$ cat config.mk
export PLATFORM = sky130hd
export DESIGN_NAME = fb_write_scheduler
export DESIGN_NICKNAME = d
export VERILOG_FILES = /design/src/rtl/fb_pkg.sv /design/src/rtl/fb_write_scheduler_rr_arbiter.sv /design/src/rtl/fb_write_scheduler.sv
export SDC_FILE = /design/constraint.sdc
export NUM_CORES = 1
export LEC_CHECK = 0
export ABC_AREA = 1
export CAP_MARGIN = 20
export CELL_PAD_IN_SITES_DETAIL_PLACEMENT = 1
export CELL_PAD_IN_SITES_GLOBAL_PLACEMENT = 1
export CORE_MARGIN = 2
export CORE_UTILIZATION = 30
export CTS_BUF_LIST = sky130_fd_sc_hd__clkbuf_16
export DETAILED_ROUTE_END_ITERATION = 8
export PLACE_DENSITY_LB_ADDON = 0.25
export RECOVER_POWER = 25
export SYNTH_ARGS = -nofsm -noshare
export SYNTH_HDL_FRONTEND = slang
export SYNTH_SLANG_ARGS = --single-unit
$ cat constraint.sdc
create_clock -name CLOCK_50 -period 4.85 [get_ports CLOCK_50]
set_input_delay 1.455 -clock CLOCK_50 [delete_from_list [all_inputs] [get_ports CLOCK_50]]
set_output_delay 1.455 -clock CLOCK_50 [all_outputs]
set_load 0.005 [all_outputs]
$ cat src/rtl/fb_pkg.sv
`default_nettype none
// +--------------------------------------------------------------------+
// | fb_pkg : shared framebuffer write-port types and constants          |
// | Rev 1.0                                                             |
// +--------------------------------------------------------------------+
package fb_pkg;
  localparam int H_PIX   = 640;
  localparam int V_PIX   = 480;
  localparam int COORD_W = 11;
  localparam int PIX_W   = 8;

  typedef enum logic [1:0] {
    IDLE    = 2'd0,
    WAIT_VS = 2'd1,
    CLEAR   = 2'd2
  } fbw_state_t;

  typedef struct packed {
    logic [COORD_W-1:0] x;
    logic [COORD_W-1:0] y;
    logic [PIX_W-1:0]   gs;
  } pixel_wr_t;
endpackage
`default_nettype wire

$ cat src/rtl/fb_write_scheduler_rr_arbiter.sv
`default_nettype none
// +--------------------------------------------------------------------+
// | rr_arbiter : round-robin one-hot arbiter, search from last grant+1  |
// | Rev 1.0                                                             |
// +--------------------------------------------------------------------+
module rr_arbiter #(
  parameter int N = 3
) (
  input  logic         CLOCK_50,
  input  logic         reset,
  input  logic [N-1:0] req,
  input  logic         advance,
  output logic [N-1:0] grant
);
  localparam int c_PTR_W = (N > 1) ? $clog2(N) : 1;
  localparam int c_SUM_W = c_PTR_W + 1;

  logic [c_PTR_W-1:0] r_last_grant;
  logic [c_PTR_W-1:0] w_grant_idx;
  logic [c_PTR_W-1:0] w_idx;
  logic [c_SUM_W-1:0] w_sum;
  logic               w_found;

  always_comb begin
    grant       = '0;
    w_grant_idx = r_last_grant;
    w_found     = 1'b0;
    w_sum       = '0;
    w_idx       = '0;
    for (int i = 1; i <= N; i++) begin
      // modulo-N wrap without a divider
      w_sum = {1'b0, r_last_grant} + c_SUM_W'(i);
      if (w_sum >= c_SUM_W'(N)) w_sum = w_sum - c_SUM_W'(N);
      w_idx = w_sum[c_PTR_W-1:0];
      if (!w_found && req[w_idx]) begin
        grant[w_idx] = 1'b1;
        w_grant_idx  = w_idx;
        w_found      = 1'b1;
      end
    end
  end

  always_ff @(posedge CLOCK_50 or posedge reset) begin
    if (reset)
      r_last_grant <= c_PTR_W'(N - 1);
    else if (advance && w_found)
      r_last_grant <= w_grant_idx;
  end
endmodule
`default_nettype wire

$ cat src/rtl/fb_write_scheduler.sv
`default_nettype none
// +--------------------------------------------------------------------+
// | fb_write_scheduler : arbitrates framebuffer pixel writes, clears    |
// | Rev 1.0                                                             |
// +--------------------------------------------------------------------+
module fb_write_scheduler #(
  parameter int         NREQ        = 3,
  parameter int         H_PIX       = 640,
  parameter int         V_PIX       = 480,
  parameter logic [7:0] CLEAR_VALUE = 8'h00
) (
  input  logic                         CLOCK_50,
  input  logic                         reset,
  input  logic [NREQ-1:0]              req_valid,
  input  logic [NREQ*fb_pkg::COORD_W-1:0] req_x,
  input  logic [NREQ*fb_pkg::COORD_W-1:0] req_y,
  input  logic [NREQ*fb_pkg::PIX_W-1:0]   req_pixel,
  output logic [NREQ-1:0]              req_ready,
  input  logic                         clear_req,
  input  logic                         clear_sync,
  input  logic                         vga_vs_n,
  output logic                         clear_busy,
  output logic [fb_pkg::COORD_W-1:0]   x,
  output logic [fb_pkg::COORD_W-1:0]   y,
  output logic [fb_pkg::PIX_W-1:0]     pixel_GS,
  output logic                         pixel_write,
  output logic [15:0]                  oob_count
);
  import fb_pkg::*;

  localparam logic [COORD_W-1:0] c_LAST_X = COORD_W'(H_PIX - 1);
  localparam logic [COORD_W-1:0] c_LAST_Y = COORD_W'(V_PIX - 1);

  fbw_state_t         r_state, w_state_nxt;
  logic [NREQ-1:0]    w_grant;
  logic               w_xfer;
  logic               w_oob;
  logic               w_clear_last;
  logic               r_vs_n;
  logic [COORD_W-1:0] r_cx, r_cy;
  pixel_wr_t          w_sel;

  rr_arbiter #(.N(NREQ)) u_arb (
    .CLOCK_50 (CLOCK_50),
    .reset    (reset),
    .req      (req_valid),
    .advance  (w_xfer),
    .grant    (w_grant)
  );

  always_comb begin
    w_sel = '0;
    for (int i = 0; i < NREQ; i++) begin
      if (w_grant[i]) begin
        w_sel.x  = req_x[i*COORD_W +: COORD_W];
        w_sel.y  = req_y[i*COORD_W +: COORD_W];
        w_sel.gs = req_pixel[i*PIX_W +: PIX_W];
      end
    end
  end

  assign w_oob        = (w_sel.x >= COORD_W'(H_PIX)) || (w_sel.y >= COORD_W'(V_PIX));
  assign w_clear_last = (r_cx == c_LAST_X) && (r_cy == c_LAST_Y);
  assign w_xfer       = |req_ready;
  assign clear_busy   = (r_state != IDLE);

  always_comb begin
    w_state_nxt = r_state;
    req_ready   = '0;
    unique case (r_state)
      IDLE: begin
        req_ready = w_grant;
        if (clear_req) w_state_nxt = clear_sync ? WAIT_VS : CLEAR;
      end
      WAIT_VS: if (r_vs_n && !vga_vs_n) w_state_nxt = CLEAR;
      CLEAR:   if (w_clear_last) w_state_nxt = IDLE;
      default: w_state_nxt = IDLE;
    endcase
  end

  always_ff @(posedge CLOCK_50 or posedge reset) begin
    if (reset) begin
      r_state     <= IDLE;
      r_vs_n      <= 1'b0;
      r_cx        <= '0;
      r_cy        <= '0;
      x           <= '0;
      y           <= '0;
      pixel_GS    <= '0;
      pixel_write <= 1'b0;
      oob_count   <= '0;
    end else begin
      r_state     <= w_state_nxt;
      r_vs_n      <= vga_vs_n;
      pixel_write <= 1'b0;
      if (r_state == IDLE && w_xfer) begin
        // out-of-range pixels are consumed but never reach the framebuffer
        if (w_oob) begin
          if (oob_count != 16'hFFFF) oob_count <= oob_count + 16'd1;
        end else begin
          x           <= w_sel.x;
          y           <= w_sel.y;
          pixel_GS    <= w_sel.gs;
          pixel_write <= 1'b1;
        end
      end else if (r_state == CLEAR) begin
        x           <= r_cx;
        y           <= r_cy;
        pixel_GS    <= CLEAR_VALUE;
        pixel_write <= 1'b1;
        if (r_cx == c_LAST_X) begin
          r_cx <= '0;
          r_cy <= (r_cy == c_LAST_Y) ? '0 : r_cy + 1'b1;
        end else begin
          r_cx <= r_cx + 1'b1;
        end
      end
    end
  end
endmodule
`default_nettype wire

==> metrics.txt, run 1 <==
f_max=211 MHz; R2R Setup Slk=1.01 ns; Peak VDD IR=333 uV; Clk Latency, worst-skew pair=0.34 ns; R2R Path End=pixel_GS[0]; FP Rows=46; final hold vios=0; Yosys reg bits=74; setup violators final=0; Post-DRT Antenna Nets=0; I/O Pins=149; Worst R2R Start=u_arb.r_last_grant[1]; length in cells of the worst reg-to-reg path=20; slew of the pin with the lowest slew margin=2.10 ns; leakage=0.00308 uW; placed cells=1036; number of flops mapped to enable cells by yosys=0; CP Data Arrival Time=3.29 ns; area grow syn2layout=42.1%; failing checks=max-capacitance violations, max-slew violations; hold bufs inserted after CTS=0; most common cell in the synthesized netlist=nand2_1; Final Cycle Share=97.9%; most frequent CP cell=nand2_1; Filler cells=1969; largest net degree at the start of global routing=58; syn_area_per_cell=6.96 um2; unrepaired setup endpoints after global routing=no; crit path time final=4.75 ns; post-DP HPWL=12900 um; Cells after Synth=691; final net count=939; CP endpoint=req_ready[0]; Mapped Nets=797; grt ovf=0; Worst path top cell family by delay=buffers and inverters; Via-to-Cell Ratio=4.95; share of cells above drive strength 1=6.56%; final slew viol count=38; core area=15800 um2; CP max FO=5; Critical Setup Path Class=in -> out; vias in the first global route=5592; CTS tree=yes; asr flop ratio synth=100%; initial core utilization=30.5%; total CTS buffers=9; slowest CP cell=clkdlybuf4s50_1; first-pass GRT wire length=27500 um; Port Buffers=148; clk sink count=74; setup TNS=0 ns; area of the multi-input gates=2540 um2; top post-synthesis cells by count=223 x nand2_1, 73 x dfrtp_1, 63 x nand3_1; Most used DFF post-synth=dfrtp_1; worst hold path class=reg -> reg; Cell Pwr Density=699 nW/um2; Die Wd=131 um; Antenna diodes=0; CP cell instances=clkdlybuf4s50_1 -> inv_1 -> nand2_1 -> nand3_2 -> nand2_4 -> nor2_4 -> a21oi_1 -> nand2_1 -> nand2_1 -> inv_1 -> clkdlybuf4s50_1; Reg clk slew, reported paths=0.06 ns; antenna violations before repair=0; Final Cell Area=6830 um2; relative slew slack=-40.0%; CP endpoint kind=output pin; maximum clock insertion buffer count=2; Critical path origin=req_valid[0]; cell area after synthesis=4810 um2; critical path's largest stage delay=0.49 ns; fin util=43.3%; Netlist cell types=42; placed cell areas=6480 um2; Levels on crit path=11; worst path bufs/invs=4; Reg area=1850 um2; Synth Warn #=0; area leader, netlist=dfrtp_1; max cap viols=1; Pre-Repair DR Iteration Count=4; worst path required time=3.39 ns; all-layer global routing usage=20.6%; CP startpoint kind=primary input; Root Buffer=clkbuf_16; status=finished, violations left; share of the synthesized area in the top cell type=38.0%; First DRT Iteration DRCs=165; die area=17100 um2; final wirelength=16800 um; Synth area leaders=dfrtp_1 38%, nand2_1 17%, nand3_1 6.6%; residual DRC count=0; RePlAce Congestion=0.875; sequential-to-total area share from yosys stat=38.5%; WL/cell=16.0 um; Clock Skew=0.00902 ns; Final Non-Filler Cells=1054; CTS H-tree lvls=3; via count=5214; die outline height=131 um
==> what timing repair did <==
action,4_1_cts,5_1_grt
endpoints found under the setup margin,0,3
resized for setup,0,5
hold endpoints to repair,0,0
buffers inserted,0,1
==> sequential cells by signal, indices dropped and copies added, names as in the netlist <==
signal,cells
y,11
u_arb.r_last_grant,2
x,11
r_cx,11
pixel_GS,8
r_cy,11
pixel_write,1
oob_count,16
r_state,2
r_vs_n,1
==> worst min-delay path: cells and delay by family (launching register included) <==
| kind | cells | cell delay, ns |
|---|---|---|
| flops | 1 | 0.34 |
| simple gates | 2 | 0.13 |
==> worst min-delay path by stage <==
stage                  start        to  slack, ns  cells past startpoint
floorplan           r_cx[10]  r_cx[10]       0.46                      1
global placement        x[1]      x[1]       0.49                      2
detailed placement  r_cy[10]  r_cy[10]       0.50                      1
CTS                 r_cy[10]  r_cy[10]       0.51                      1
global route        r_cy[10]  r_cy[10]       0.52                      1
finish                  x[4]      x[4]       0.51                      2
==> cell type report <==
cell class / count / area share (%)
clock inverter: 7 / 1.45
inverter: 65 / 3.63
tap: 216 / 3.96
sequential: 74 / 27.1
clock buffer: 9 / 3.30
multi-input combinational: 521 / 37.2
timing repair buffer: 162 / 23.3
==> layer usage <==
metal	part of all wire [%]	up-vias	global-route usage, %
li1	-	2520	-
met2	49	132	36.5
met5	0	-	0
met3	4.7	35	4.68
met4	3.3	0	8.39
met1	43	2527	24.1
==> per-stage QoR <==
stage / hold WS (ns) / total power [uW] / setup WS [ns]
final: 0.507 / 4770 / 0.101
after global routing: 0.521 / 5260 / 0.00180
after CTS: 0.510 / 4800 / 0.0606
after detailed placement: 0.496 / 4040 / 0.0685
after global placement: 0.492 / 3940 / 0.218
after floorplan: 0.464 / 3030 / 1.19
==> placed cells by master, fill, tap and decap left out, types with 2 or more instances in the layout <==
cell | netlist | final
inv_2 | 8 | 9
nor2_1 | 40 | 40
xor2_1 | 11 | 11
nand3_2 | 1 | 2
or2_0 | 2 | 2
dlygate4sd3_1 | 0 | 2
nor4_1 | 3 | 3
clkdlybuf4s50_1 | 0 | 146
nand2_2 | 5 | 6
clkinv_1 | 1 | 2
inv_6 | 0 | 3
a22oi_1 | 2 | 2
nor3_1 | 18 | 18
o21ai_0 | 58 | 57
ha_1 | 8 | 8
o22ai_1 | 2 | 2
a21boi_1 | 2 | 2
o211ai_1 | 2 | 2
or2_1 | 4 | 4
xnor2_1 | 11 | 11
nand3_1 | 63 | 62
nand4_1 | 4 | 4
dfrtp_1 | 73 | 73
buf_4 | 3 | 12
inv_1 | 55 | 53
nand2_1 | 223 | 222
a211oi_1 | 8 | 8
o21ai_1 | 1 | 2
a21oi_1 | 40 | 40
bufinv_16 | 0 | 2
clkbuf_16 | 0 | 9
a31oi_1 | 2 | 2
nor2_4 | 2 | 3
==> where the power goes <==
group / internal (uW) / switching, uW / leakage (uW)
combinational: 1080 / 2090 / 0.00192
clock: 455 / 282 / 0.000158
sequential: 760 / 102 / 0.000994
total: 2300 / 2470 / 0.00308
==> cell families (layout without fill, tap and decap cells) <==
| family | count (synthesis) | in the layout | share of synthesized area [%] |
|---|---|---|---|
| buffers and inverters | 96 | 243 | 8.82 |
| xor gates and xnor gates | 22 | 22 | 4.01 |
| and+or+nand+nor | 372 | 372 | 33.2 |
| adders and majority gates | 8 | 8 | 2.08 |
| DFF | 74 | 74 | 38.5 |
| AOI/OAI and AO/OA | 119 | 119 | 13.3 |
Power figures use the tool's default switching activity.
==> run 2, diff against run 1 <==
- CTS_BUF_LIST: sky130_fd_sc_hd__clkbuf_16 -> sky130_fd_sc_hd__clkbuf_8
==> run 2 against run 1 <==
  * The flow still finishes with violations (max-capacitance violations, max-slew violations)
  * Worst setup slack got worse by 0.00090 ns
  * Final cell count unchanged
  * Sequential power about the same
  * Maximum frequency about the same
  * Hold slack about the same
  * Count of clock-buffer cells in the layout increased by 1
  * Power decreased by 3.6%
  * Non-clock buffer count unchanged
  * Core utilization decreased by 0.58 points
  * Wire length about the same
  * Largest cell class unchanged
  * Highest routed layer unchanged
==> metrics.txt, run 2 (synthesized netlist as in run 1, its figures left out) <==
status=finished, violations left; failing checks=max-capacitance violations, max-slew violations; total CTS buffers=9; R2R Path End=pixel_GS[0]; worst hold path class=reg -> reg; CP endpoint kind=output pin; Worst R2R Start=u_arb.r_last_grant[1]; final wirelength=16800 um; CTS H-tree lvls=3; grt ovf=0; Min-Delay Path Depth=1; Reg with most FFs=oob_count; final net count=939; Levels on crit path=11; CP startpoint kind=primary input; largest net degree at the start of global routing=58; WL/cell=16.0 um; setup violators final=0; Filler cells=1982; CP endpoint=req_ready[0]; Final Cycle Share=97.9%; Worst path top cell family by delay=buffers and inverters; most frequent CP cell=nand2_1; critical path's largest stage delay=0.49 ns; max cap viols=1; Critical path origin=req_valid[0]; crit path time final=4.75 ns; f_max=211 MHz; Peak VDD IR=332 uV; setup TNS=0 ns; Final Non-Filler Cells=1054; slew of the pin with the lowest slew margin=2.14 ns; hold bufs inserted after CTS=0; antenna violations before repair=0; Post-DRT Antenna Nets=0; first-pass GRT wire length=27500 um; Pre-Repair DR Iteration Count=4; Die Wd=131 um; vias in the first global route=5584; final hold vios=0; relative slew slack=-42.7%; most common cell after layout, fill and taps aside=nand2_1; Antenna diodes=0; die outline height=131 um; die area=17100 um2; M2 GR Usage=36.4%; worst path bufs/invs=4; Cell Pwr Density=683 nW/um2; CTS tree=yes; core area=15800 um2; worst path required time=3.39 ns; post-DP HPWL=12900 um; placed cells=1036; Root Buffer=clkbuf_8; slowest CP cell=clkdlybuf4s50_1; Clk Latency, worst-skew pair=0.38 ns; grt met1 use=24.1%; clk sink count=74; Port Buffers=148; area grow syn2layout=40.2%; Clock Skew=0.0149 ns; leakage=0.00304 uW; Via-to-Cell Ratio=4.92; FP Rows=46; CP Data Arrival Time=3.29 ns; RePlAce Congestion=0.875; most frequent cells in the layout=222 x nand2_1, 146 x clkdlybuf4s50_1, 73 x dfrtp_1, 62 x nand3_1, 57 x o21ai_0; CP cell instances=clkdlybuf4s50_1 -> inv_1 -> nand2_1 -> nand3_2 -> nand2_4 -> nor2_4 -> a21oi_1 -> nand2_1 -> nand2_1 -> inv_1 -> clkdlybuf4s50_1; residual DRC count=0; via count=5185; met3 usage=4.11%; length in cells of the worst reg-to-reg path=20; unrepaired setup endpoints after global routing=no; Critical Setup Path Class=in -> out; most used routing layer=met2; maximum clock insertion buffer count=2; max reg flops=16; final slew viol count=39; power after layout=4600 uW; First DRT Iteration DRCs=223; all-layer global routing usage=20.6%; CP max FO=5; share of cells above drive strength 1=6.68%; initial core utilization=30.5%; R2R Setup Slk=1.01 ns; I/O Pins=149; Reg clk slew, reported paths=0.09 ns
run 2: area by class of cell:
cell class                 count  area [um2]  area share (%)
sequential                    74        1850            27.5
timing repair buffer         162        1600            23.7
clock buffer                  10         138            2.04
inverter                      65         248            3.67
clock inverter                 6        95.1            1.41
tap                          216         270            4.01
multi-input combinational    521        2540            37.7
run 2: power breakdown:
part	switching (uW)	internal [uW]	leakage [uW]	total [uW]
Combinational	2080	1080	0.00192	3170
Sequential	102	759	0.000994	861
Clock	264	310	0.000118	574
Total	2450	2150	0.00304	4600
run 2: worst min-delay path by stage:
stage	start	to	slack (ns)
2_1_floorplan	r_cx[10]	r_cx[10]	0.46
3_3_place_gp	x[1]	x[1]	0.49
3_5_place_dp	r_cy[10]	r_cy[10]	0.50
4_1_cts	r_cy[10]	r_cy[10]	0.51
5_1_grt	r_cy[10]	r_cy[10]	0.53
6_report	r_cx[10]	r_cx[10]	0.51
run 2: through the flow:
step	utilization [%]	hold WS, ns	cell area (um2)	setup WS, ns
after floorplan	-	0.464	4810	1.19
after global placement	41.1	0.492	6480	0.218
after detailed placement	41.1	0.496	6480	0.0685
after CTS	42.6	0.514	6720	0.0615
after global routing	42.7	0.526	6740	0.00180
final	42.7	0.507	6740	0.100
run 2: what timing repair did:
| action | 4_1_cts | 5_1_grt |
|---|---|---|
| gates resized for setup | 0 | 5 |
| buffers inserted | 0 | 1 |
| setup endpoints to repair | 0 | 3 |
run 2: layer usage:
metal  wire, um  vias to the layer above
met5          0                        -
met4        600                        0
met3        825                       40
met2       8220                      135
met1       7170                     2492
li1           -                     2518
